### src/rtl/mem_sram_stage.sv
`default_nettype none
// ============================================================================
// Module      : mem_sram_stage
// Description : Memory stage of a 32-bit pipeline backed by an external
//               16-bit asynchronous SRAM. Each 32-bit load/store is split into
//               a low half-word access followed by a high half-word access,
//               each lasting WAIT_CYC clocks. While the access runs, freeze
//               stalls the upstream pipeline and the MEM/WB register takes
//               bubbles. Non-memory instructions pass straight through.
// Ports       : clk, rst (async, active-low)
//               alu_res_in/val_Rm_in/dst_in/mem_read_in/mem_write_in/WB_en_in
//                 - execute-stage results and control
//               freeze - upstream stall request (combinational)
//               WB_en_out/mem_read_out/dst_out/alu_res_out/mem_data_out
//                 - registered MEM/WB pipeline register
//               sram_addr/sram_dq_out/sram_dq_oe/sram_we_n/sram_dq_in
//                 - external 16-bit SRAM interface
// Revision    : 1.0 - initial release
// ============================================================================
module mem_sram_stage #(
    parameter int unsigned WAIT_CYC  = 2,
    parameter logic [31:0] BASE_ADDR = 32'd1024
) (
    input  logic        clk,
    input  logic        rst,
    input  logic [31:0] alu_res_in,
    input  logic [31:0] val_Rm_in,
    input  logic [3:0]  dst_in,
    input  logic        mem_read_in,
    input  logic        mem_write_in,
    input  logic        WB_en_in,
    output logic        freeze,
    output logic        WB_en_out,
    output logic        mem_read_out,
    output logic [3:0]  dst_out,
    output logic [31:0] alu_res_out,
    output logic [31:0] mem_data_out,
    output logic [17:0] sram_addr,
    output logic [15:0] sram_dq_out,
    output logic        sram_dq_oe,
    output logic        sram_we_n,
    input  logic [15:0] sram_dq_in
);

    typedef enum logic [1:0] {
        S_IDLE = 2'd0,
        S_LO   = 2'd1,
        S_HI   = 2'd2,
        S_DONE = 2'd3
    } state_t;

    // Counter value on the final clock of a half-word access.
    localparam logic [2:0] c_last = 3'(WAIT_CYC - 1);

    state_t      r_state;
    logic [2:0]  r_cnt;
    logic [15:0] r_lo_buf;
    logic [15:0] r_hi_buf;
    logic [16:0] r_word;
    logic [31:0] r_wdata;
    logic        r_is_write;

    logic [31:0] w_off;
    logic [16:0] w_word;
    logic        w_unused_off;
    logic        w_req;
    logic        w_access;
    logic        w_half;
    logic        w_wr_cycle;
    logic        w_freeze;

    // Word index inside the SRAM; byte lane and high address bits are dropped.
    assign w_off        = alu_res_in - BASE_ADDR;
    assign w_word       = w_off[18:2];
    assign w_unused_off = ^{w_off[31:19], w_off[1:0]};
    assign w_req        = mem_read_in | mem_write_in;

    always_comb begin
        w_access   = (r_state == S_LO) || (r_state == S_HI);
        w_half     = (r_state == S_HI);
        w_wr_cycle = w_access && r_is_write;
        // Gated by rst so a pending request cannot stall upstream during reset.
        w_freeze   = rst && (w_access || ((r_state == S_IDLE) && w_req));
    end

    assign freeze      = w_freeze;
    assign sram_addr   = w_access ? {r_word, w_half} : 18'd0;
    assign sram_dq_oe  = w_wr_cycle;
    assign sram_we_n   = ~w_wr_cycle;
    assign sram_dq_out = w_wr_cycle ? (w_half ? r_wdata[31:16] : r_wdata[15:0]) : 16'd0;

    // Access sequencer. The request is latched in IDLE so later input changes
    // cannot disturb an access already in flight.
    always_ff @(posedge clk or negedge rst) begin
        if (!rst) begin
            r_state    <= S_IDLE;
            r_cnt      <= 3'd0;
            r_lo_buf   <= 16'd0;
            r_hi_buf   <= 16'd0;
            r_word     <= 17'd0;
            r_wdata    <= 32'd0;
            r_is_write <= 1'b0;
        end else begin
            case (r_state)
                S_IDLE: begin
                    if (w_req) begin
                        r_state    <= S_LO;
                        r_cnt      <= 3'd0;
                        r_word     <= w_word;
                        r_wdata    <= val_Rm_in;
                        // A simultaneous read+write request is served as a write.
                        r_is_write <= mem_write_in;
                    end
                end
                S_LO: begin
                    if (r_cnt == c_last) begin
                        r_state <= S_HI;
                        r_cnt   <= 3'd0;
                        if (!r_is_write) begin
                            r_lo_buf <= sram_dq_in;
                        end
                    end else begin
                        r_cnt <= r_cnt + 3'd1;
                    end
                end
                S_HI: begin
                    if (r_cnt == c_last) begin
                        r_state <= S_DONE;
                        r_cnt   <= 3'd0;
                        if (!r_is_write) begin
                            r_hi_buf <= sram_dq_in;
                        end
                    end else begin
                        r_cnt <= r_cnt + 3'd1;
                    end
                end
                S_DONE: begin
                    r_state <= S_IDLE;
                end
                default: begin
                    r_state <= S_IDLE;
                end
            endcase
        end
    end

    // MEM/WB pipeline register: bubbles while frozen, otherwise loads the
    // instruction; load data is only taken when a read access just completed.
    always_ff @(posedge clk or negedge rst) begin
        if (!rst) begin
            WB_en_out    <= 1'b0;
            mem_read_out <= 1'b0;
            dst_out      <= 4'd0;
            alu_res_out  <= 32'd0;
            mem_data_out <= 32'd0;
        end else if (w_freeze) begin
            WB_en_out    <= 1'b0;
            mem_read_out <= 1'b0;
        end else begin
            WB_en_out    <= WB_en_in;
            mem_read_out <= mem_read_in & ~mem_write_in;
            dst_out      <= dst_in;
            alu_res_out  <= alu_res_in;
            if ((r_state == S_DONE) && !r_is_write) begin
                mem_data_out <= {r_hi_buf, r_lo_buf};
            end
        end
    end

endmodule
`default_nettype wire
### config.mk
export PLATFORM = sky130hd
export DESIGN_NAME = mem_sram_stage
export DESIGN_NICKNAME = d
export VERILOG_FILES = /design/src/rtl/mem_sram_stage.sv
export SDC_FILE = /design/constraint.sdc
export NUM_CORES = 1
export LEC_CHECK = 0
export BUFFER_PORTS_ARGS = -buffer_cell sky130_fd_sc_hd__buf_2
export CELL_PAD_IN_SITES_DETAIL_PLACEMENT = 2
export CELL_PAD_IN_SITES_GLOBAL_PLACEMENT = 2
export CORE_MARGIN = 1
export CORE_UTILIZATION = 30
export CTS_CLUSTER_DIAMETER = 200
export CTS_CLUSTER_SIZE = 24
export DETAILED_ROUTE_END_ITERATION = 12
export PLACE_DENSITY_LB_ADDON = 0.1
export SYNTH_ARGS = -nofsm -noshare
export SYNTH_HDL_FRONTEND = slang
export SYNTH_SLANG_ARGS = --single-unit
### constraint.sdc
create_clock -name clk -period 1.87 [get_ports clk]
set_clock_uncertainty 0.05 [all_clocks]
set_input_delay 0 -clock clk [delete_from_list [all_inputs] [get_ports clk]]
set_output_delay 0 -clock clk [all_outputs]
set_load 0.05 [all_outputs]
==> results of run 1 <==
worst min-delay path: stages:
cell and delay [ns]:
dlygate4sd3_1 0.57, buf_6 0.14, buf_12 0.51
cell families after synthesis:
kind of cell	after synthesis
AO/OA/AOI/OAI	29
adder cells (fa/ha/maj)	6
buffers and inverters	31
XOR/XNOR	2
AND/OR/NAND/NOR	186
flip-flops	157
multiplexers	117
cells in the final DEF (no fill, tap or decap), types with 3 or more instances in the layout:
cell type / instances
buf_2: 158
dfrtp_1: 157
nand2_1: 125
dlygate4sd3_1: 88
mux2_2: 56
mux2_4: 45
buf_6: 33
clkbuf_16: 20
buf_4: 16
mux2i_4: 15
nor2_4: 15
buf_12: 13
and2_1: 11
buf_8: 11
o21ai_0: 8
and2_4: 7
nor2_1: 6
inv_8: 6
a31oi_1: 5
clkinv_8: 4
or3_1: 4
buf_16: 4
inv_2: 3
o21ai_4: 3
o31ai_1: 3
ha_4: 3
stage by stage:
stage	util, %	area [um2]	TNS, ns
after floorplan	-	6600	-0.687
after global placement	38.4	8090	0
after detailed placement	38.4	8090	-2.35
after CTS	48.9	10300	-2.20
after global routing	50.9	10700	-5.20
final	50.9	10700	-1.41
routing by layer:
layer | wire, um | share of wire [%] | up-vias
met5 | 0 | 0 | -
met4 | 348 | 1.5 | 0
met3 | 846 | 3.8 | 24
li1 | - | - | 2420
met2 | 12200 | 54 | 124
met1 | 9170 | 41 | 2710
path summary, 6_finish.rpt:
check / endpoint / startpoint
min in group clk: r_wdata[21] / val_Rm_in[21]
hold / removal: mem_data_out[1] / rst
max in group asynchronous: r_is_write / rst
setup / recovery: sram_dq_out[15] / r_state[1]
hold reg to reg: r_word[3] / r_word[3]
setup reg to reg: alu_res_out[6] / r_state[1]
state kept, by name, indices dropped and copies added (netlist names):
register,flops
alu_res_out,32
mem_data_out,32
r_wdata,32
r_word,17
r_hi_buf,16
r_lo_buf,16
dst_out,4
r_cnt,3
r_state,2
WB_en_out,1
mem_read_out,1
r_is_write,1
synth_stat cells:
cell,number,share of area [%]
nand2_2,2,0.19
xnor2_1,2,0.27
buf_2,11,0.85
o21ai_2,1,0.14
o21a_1,1,0.12
inv_1,6,0.35
a2111oi_0,1,0.14
o21ai_1,1,0.077
buf_4,1,0.12
a21oi_2,1,0.14
o211ai_1,1,0.12
o21ai_0,9,0.69
mux2_1,1,0.17
or3b_2,1,0.14
nor3b_1,3,0.35
or4_4,1,0.17
a21o_1,1,0.12
nor4b_4,1,0.37
a21oi_1,3,0.23
a31oi_1,5,0.48
or4b_1,1,0.15
and2_1,18,1.7
nor2_1,22,1.3
or3b_4,1,0.17
mux2i_1,16,2.5
nor2b_1,1,0.096
clkbuf_1,12,0.69
dfrtp_1,157,61
nand2_1,126,7.3
or2_2,1,0.096
or4_1,2,0.23
o22a_1,1,0.14
nor3b_2,1,0.19
and3b_1,1,0.14
a22o_1,1,0.14
or3_1,4,0.39
mux2_2,100,17
ha_1,6,1.2
o31ai_1,3,0.35
buf_6,1,0.17
layout make-up:
class | count | share of cell area, %
flip-flops and latches | 157 | 36.6
multi-input cells | 340 | 28.2
repair buffers | 327 | 26.1
clock buffers | 17 | 3.96
well taps | 275 | 3.21
clock inverters | 15 | 1.55
inverters | 6 | 0.326
repair_timing:
| item | in CTS | in global routing |
|---|---|---|
| gates resized for setup | 119 | 93 |
| pin swaps | 8 | 8 |
| hold endpoints to repair | 277 | 0 |
| gates cloned | 7 | 4 |
| endpoints found under the setup margin | 105 | 109 |
| setup buffers | 14 | 4 |
| hold buffers | 88 | 0 |
==> flow_summary.yaml, run 1 <==
setup_path:
  worstPathArrival_ns: 1.92
  slowest_delay_ns: 0.38
  rrSetupSlack_ns: -0.03
  critPathLaunchType: "flip-flop"
  cp_cell_sequence: "inv_2 > ha_4 > buf_12 > nand2_8 > buf_16 > nor2_2 > buf_6"
  path_max_fanout: 5
  cp.required_ns: 1.82
  reg2reg_depth: 7
  crit_family: "buffers and inverters"
  worstSetupEndpointType: "output pin"
  worstSetupPathType: "reg -> out"
  cp.depth: 7
  path_buf_inv: 4
  crit_slowest_cell: "dfrtp_1"
synth:
  synth_area_um2: 6490
  synthXorXnorAreaFrac_pct: 0.270
  seq_area_frac_synth_pct: 60.6
  synth_fa_ha_area_share_pct: 1.16
  syn_avg_cell_area_um2: 12.3
  synth_top_family_by_area: "multiplexers"
  syn_inst: 528
  ys.warnings.count: 0
  ys_ff_latch: 157
  synthSimpleGateAreaFrac_pct: 13.0
  syn_nets: 623
  synth_compound_area_share_pct: 2.85
  synth.area.mux_share_pct: 20.0
  ys_types: 40
placement:
  place_ws_ns: -0.101
  io_buffer_count: 195
  dp.cells: 993
  gp_congestion: 0.714
  hpwlAfterDp_um: 12300
routing:
  antenna_left: 0
  drc: 0
  totalWireLength_um: 22500
  drt_iter0_drc: 149
  num_vias: 5278
  viasPerCell: 4.64
  drtPass1Iterations: 4
  post_drt_wl_per_cell_um: 19.8
global_routing:
  grt_pass1_vias: 6191
  grt.overflow.total: 0
  met2_usage_pct: 37.2
  grt_max_degree: 158
  met1_usage_pct: 22.4
  antenna_found_initial: 0
  grt_util_met3_pct: 4.50
  grt-busiest-layer: "met2"
  grt_usage_pct: 20.0
  grt_pass1_wl_um: 33500
timing:
  finalCritPeriodShare_pct: 105
  hold_violations: 0
  drv_slew: 0
  max_slew.worst_pin.slew_ns: 1.01
  fin_crit_ns: 1.97
  rsz0062_at_grt: "yes"
  report.final.setup_viol: 31
  hold_slack_ns: 0.214
  maxSlewHeadroom_pct: 32.4
  worst_slack_ns: -0.102
  fmax_mhz: 507
layout:
  antenna-diode-count: 0
  finalNetCount: 944
  multi_input_area_um2: 3030
  syn2layout_area_growth_pct: 65.5
  fill_cells: 2038
  instances_no_fill: 1137
  seqCellArea_um2: 3930
  drive_gt1_share_pct: 50.7
die:
  die-area_um2: 22200
  dieHeight_um: 149
  die_x_um: 149
  ioPinCount: 196
  core_area_um2: 21100
  rows: 53
  start_util_pct: 30.8
run_status:
  status: "complete, but fails checks"
  violations: "setup timing"
clock_network:
  numClockSinks: 157
  clock_path_buffers: 2
  numCtsBuffers: 17
  clk_pin_slew_ns: 0.07
  root_buffer: "clkbuf_16"
  insertion_delay_ns: 0.43
  htree_levels: 4
  cts_tree: "yes"
min_path:
  hp-class: "in -> async"
job:
  drv_cap: 0
Power of run 1 is not shown: default switching activity piles up to over one toggle a cycle in this logic, so the estimate is an artifact.
==> run 2: changes to the inputs <==
Settings changed: ABC_AREA set to 1, CORE_UTILIZATION 30 to 27.
==> flow_summary.yaml, run 2 <==
die:
  rows: 56
  core_area_um2: 23800
  dieHeight_um: 158
  start_util_pct: 27.8
  die-area_um2: 25100
  die_x_um: 158
  ioPinCount: 196
pwr:
  ir_worst_vdd_uv: 944
  leakage_nw: 5.33
  powerDensity_nw_per_um2: 2120
placement:
  hpwlAfterDp_um: 13800
  io_buffer_count: 195
  gp_congestion: 0.731
global_routing:
  grt_max_degree: 155
  grt_pass1_vias: 6983
  grt.overflow.total: 0
  grt_pass1_wl_um: 36200
  grt_usage_pct: 18.9
  antenna_found_initial: 0
timing:
  fin_crit_ns: 1.85
  drv_slew: 0
  fmax_mhz: 541
  maxSlewHeadroom_pct: 43.0
  hold_violations: 0
  finalCritPeriodShare_pct: 98.8
  rsz0062_at_grt: "yes"
  max_slew.worst_pin.slew_ns: 0.856
  report.final.setup_viol: 0
  hold_slack_ns: 0.238
setup_path:
  critPathLaunch: "r_state[0]"
  cpMostUsedCell: "buf_6"
  reg2reg_from: "r_state[1]"
  crit_family: "buffers and inverters"
  slowest_delay_ns: 0.40
  worstPathArrival_ns: 1.80
  crit_slowest_cell: "dfrtp_1"
  path_max_fanout: 16
  worstSetupPathType: "reg -> out"
  reg2reg_depth: 7
  cp.required_ns: 1.82
  worstSetupEndpointType: "output pin"
  cp_cell_sequence: "inv_2 > buf_6 > ha_4 > buf_12 > nand2_1 > a21oi_2 > buf_6"
  cp.depth: 7
  path_buf_inv: 4
  critPathLaunchType: "flip-flop"
  timing.rr.end: "alu_res_out[14]"
  crit_end: "sram_dq_out[13]"
  rrSetupSlack_ns: 0.15
synth:
  synth_area_um2: 6610
  synth_top_flop_cell: "dfrtp_1"
  ys_types: 21
  seq_area_frac_synth_pct: 59.5
  async_reset_ff_share_pct: 100
  synth_common_cells: "353 x nand2_1, 157 x dfrtp_1, 70 x o21ai_0"
  synthTopCellsByArea: "dfrtp_1 59%, nand2_1 20%, o21ai_0 5.3%, nand3_1 3.6%, inv_1 3.6%"
  ys_ff_latch: 157
  yosys.area.top_type: "dfrtp_1"
  syn_avg_cell_area_um2: 8.45
  syn_inst: 782
  yosysMostFrequentCell: "nand2_1"
  synth_edf_count: 0
  syn_nets: 877
  ys.warnings.count: 0
  synth_top_area_share_pct: 59.5
layout:
  fin_util_pct: 42.2
  final_common_cell: "nand2_1"
  top_regs: "alu_res_out (32), mem_data_out (32), r_wdata (32)"
  drive_gt1_share_pct: 26.7
  final_cell_mix: "347 x nand2_1, 167 x buf_2, 157 x dfrtp_1, 90 x dlygate4sd3_1, 69 x o21ai_0"
  fill_cells: 2612
  finalNetCount: 1171
  antenna-diode-count: 0
  syn2layout_area_growth_pct: 51.5
  seqCellArea_um2: 3930
  multi_input_area_um2: 2350
routing:
  viasPerCell: 4.45
  totalWireLength_um: 22600
  num_vias: 6270
  drc: 0
  drtPass1Iterations: 4
  drt_iter0_drc: 186
  post_drt_wl_per_cell_um: 16.1
  antenna_left: 0
clock_network:
  numCtsBuffers: 17
  clock_path_buffers: 2
  cts_tree: "yes"
  clk_pin_slew_ns: 0.08
  insertion_delay_ns: 0.43
  numClockSinks: 157
  htree_levels: 4
  root_buffer: "clkbuf_16"
min_path:
  holdCritStartpoint: "val_Rm_in[27]"
  hp-class: "in -> reg"
run_status:
  status: "complete, no violations"
job:
  drv_cap: 0
-- run 2: cell types whose count changed after synthesis, moves of 15 or more --
cell     change
a21oi_1     +15
nand2_1    +227
mux2_2     -100
inv_1       +58
nand3_1     +48
o21ai_0     +61
mux2i_1     -16
and2_1      -18
-- run 2: worst min-delay path, stage by stage --
cell and delay (ns):
dlygate4sd3_1 0.51, buf_2 0.09, nand2_1 0.04, nand2_1 0.05
-- run 2: power by group --
| group | switching, mW | internal, mW | total (mW) |
|---|---|---|---|
| sequential | 0.938 | 5.05 | 5.99 |
| combinational | 8.10 | 3.37 | 11.5 |
| clock | 1.59 | 2.19 | 3.78 |
-- run 2: logic make-up after synthesis --
group	synth area share, %
and+or+nand+nor	25.1
AOI/OAI and AO/OA	7.46
DFF	59.5
buffers and inverters	6.80
adders and majority gates	1.14
-- run 2: cell type report --
class	count	area share, %
sequential	157	39.2
timing repair buffer	313	24.4
multi-input combinational	521	23.5
clock buffer	18	4.39
tap	319	3.99
inverter	66	2.52
clock inverter	14	1.97
-- run 2: per-stage QoR --
step | total power [mW] | area [um2] | TNS [ns] | std cells | worst slack (ns)
floorplan | 13.3 | 6670 | -0.320 | 782 | -0.0269
global placement | 16.2 | 8100 | 0 | 1276 | 0.167
detailed placement | 16.4 | 8100 | 0 | 1276 | 0.0951
CTS | 21.3 | 9930 | -0.00297 | 1405 | -0.00297
global route | 22.7 | 10000 | -0.783 | 1408 | -0.0703
finish | 21.2 | 10000 | 0 | 1408 | 0.0219
-- run 2: how the worst min path moves through the flow --
stage | endpoint | slack [ns] | depth (start not counted)
2_1_floorplan | WB_en_out | -0.35 | 0
3_3_place_gp | r_state[0] | -0.24 | 1
3_5_place_dp | r_state[0] | -0.24 | 1
5_1_grt | r_wdata[23] | 0.25 | 4
6_report | r_wdata[27] | 0.24 | 4
4_1_cts | r_wdata[28] | 0.21 | 4
-- run 2: routing by layer --
| layer | global-route usage (%) | vias to the layer above | part of all wire [%] |
|---|---|---|---|
| met2 | 33.5 | 128 | 51 |
| met3 | 4.03 | 22 | 4.1 |
| met1 | 22.7 | 3105 | 44 |
| li1 | - | 3015 | - |
| met4 | 6.00 | 0 | 1.3 |
| met5 | 0 | - | 0 |
-- run 2: repair_timing --
action | in CTS | in global routing
pin swaps | 3 | 1
buffers inserted | 3 | 3
endpoints found under the hold margin | 281 | 0
hold buffers | 90 | 0
gates resized for setup | 52 | 20
cloned | 4 | 0
endpoints found under the setup margin | 36 | 35
Note: power is estimated with default switching activity, not from simulation.
==> run 3: changes to the inputs <==
Settings changed: CTS_BUF_LIST set to sky130_fd_sc_hd__clkbuf_16.
==> flow_summary.yaml, run 3 (same netlist as run 2, synthesis figures left out) <==
run_status:
  status: "complete, no violations"
timing:
  report.final.setup_viol: 0
  hold_violations: 0
  maxSlewHeadroom_pct: 43.0
  drv_slew: 0
  fin_crit_ns: 1.85
  max_slew.worst_pin.slew_ns: 0.854
  worst_slack_ns: 0.0239
  fmax_mhz: 542
  finalCritPeriodShare_pct: 98.7
  rsz0062_at_grt: "yes"
clock_network:
  cts_tree: "yes"
  insertion_delay_ns: 0.43
  root_buffer: "clkbuf_16"
  numClockSinks: 157
  htree_levels: 4
  numCtsBuffers: 17
  clk_pin_slew_ns: 0.08
  clock_path_buffers: 2
min_path:
  min_path_cells: 4
  hp-class: "in -> reg"
setup_path:
  path_buf_inv: 4
  reg2reg_depth: 7
  crit_family: "buffers and inverters"
  cp.depth: 7
  worstSetupPathType: "reg -> out"
  cp.required_ns: 1.82
  crit_slowest_cell: "dfrtp_1"
  cpMostUsedCell: "buf_6"
  slowest_delay_ns: 0.40
  critPathLaunchType: "flip-flop"
  path_max_fanout: 16
  worstPathArrival_ns: 1.80
  cp_cell_sequence: "inv_2 > buf_6 > ha_4 > buf_12 > nand2_1 > a21oi_2 > buf_6"
  worstSetupEndpointType: "output pin"
pwr:
  pwr-share-seq_pct: 28.3
  switching_share_pct: 50.2
  p_int_mw: 10.6
  p_clk_share_pct: 17.6
  powerDensity_nw_per_um2: 2120
  switchingPower_mw: 10.6
  p_comb_share_pct: 54.1
  leakage_nw: 5.32
  ir_worst_vdd_uv: 944
layout:
  fill_cells: 2617
  top_regs: "alu_res_out (32), mem_data_out (32), r_wdata (32)"
  final_cell_mix: "347 x nand2_1, 167 x buf_2, 157 x dfrtp_1, 90 x dlygate4sd3_1, 69 x o21ai_0"
  seqCellArea_um2: 3930
  finalNetCount: 1171
  instances_no_fill: 1408
  drive_gt1_share_pct: 26.6
  antenna-diode-count: 0
  multi_input_area_um2: 2350
  syn2layout_area_growth_pct: 51.4
  final_common_cell: "nand2_1"
die:
  ioPinCount: 196
  die-area_um2: 25100
  die_x_um: 158
  dieHeight_um: 158
  start_util_pct: 27.8
  core_area_um2: 23800
  rows: 56
routing:
  num_vias: 6268
  viasPerCell: 4.45
  drt_iter0_drc: 189
  drc: 0
  post_drt_wl_per_cell_um: 16.1
  totalWireLength_um: 22600
  antenna_left: 0
  drtPass1Iterations: 4
global_routing:
  grt_usage_pct: 18.9
  antenna_found_initial: 0
  grt_pass1_vias: 6985
  grt_pass1_wl_um: 36200
  grt_max_degree: 155
  grt.overflow.total: 0
placement:
  hpwlAfterDp_um: 13800
  io_buffer_count: 195
  gp_congestion: 0.731
  place_ws_ns: 0.0951
  dp.cells: 1276
job:
  drv_cap: 0
==> run 3: per-layer routing <==
layer / vias up / global-route usage, % / wire length (um)
met2: 128 / 33.5 / 11400
met3: 22 / 4.03 / 935
met5: - / 0 / 0
met1: 3103 / 22.7 / 9960
li1: 3015 / - / -
met4: 0 / 6.00 / 285
==> run 3: power groups by stage <==
| stage | clock network [mW] | registers, mW | logic, mW |
|---|---|---|---|
| floorplan | 0 | 8.38 | 4.95 |
| global placement | 0 | 6.01 | 10.2 |
| detailed placement | 0 | 6.02 | 10.4 |
| CTS | 3.86 | 6.00 | 11.4 |
| global route | 4.00 | 6.19 | 12.4 |
| finish | 3.74 | 5.99 | 11.5 |
==> run 3: area by class of cell <==
cell class                 instances  area share, %
clock buffer                      17           4.25
clock inverter                    15           2.01
inverter                          66           2.53
multi-input combinational        521           23.5
sequential                       157           39.3
tap                              319           3.99
timing repair buffer             313           24.4
==> run 3: worst paths after layout <==
check,startpoint,end,slack [ns]
max,r_state[0],sram_dq_out[13],0.02
min,val_Rm_in[27],r_wdata[27],0.24
max reg2reg,r_state[1],alu_res_out[14],0.15
min reg2reg,mem_data_out[19],mem_data_out[19],0.42
max in group asynchronous,rst,r_wdata[3],0.81
min in group asynchronous,rst,r_cnt[1],0.36
==> run 3: worst min-delay path, cell delays in order <==
cell and delay [ns]:
dlygate4sd3_1 0.51, buf_2 0.09, nand2_1 0.04, nand2_1 0.05
==> run 3: metrics by stage <==
stage / util [%] / hold slack (ns) / power (mW) / TNS [ns] / cell area, um2
2_1_floorplan: - / -0.346 / 13.3 / -0.320 / 6670
3_3_place_gp: 34.1 / -0.243 / 16.2 / 0 / 8100
3_5_place_dp: 34.1 / -0.243 / 16.4 / 0 / 8100
4_1_cts: 41.8 / 0.214 / 21.3 / -0.00297 / 9920
5_1_grt: 42.1 / 0.250 / 22.6 / -0.783 / 10000
6_report: 42.1 / 0.240 / 21.2 / 0 / 10000
==> run 3: timing repair <==
| item | 4_1_cts | 5_1_grt |
|---|---|---|
| buffers inserted | 3 | 3 |
| endpoints found under the setup margin | 36 | 35 |
| gates cloned | 4 | 0 |
| pin swaps | 3 | 1 |
| gates resized for setup | 52 | 20 |
| hold buffers | 90 | 0 |
| hold endpoints to repair | 281 | 0 |
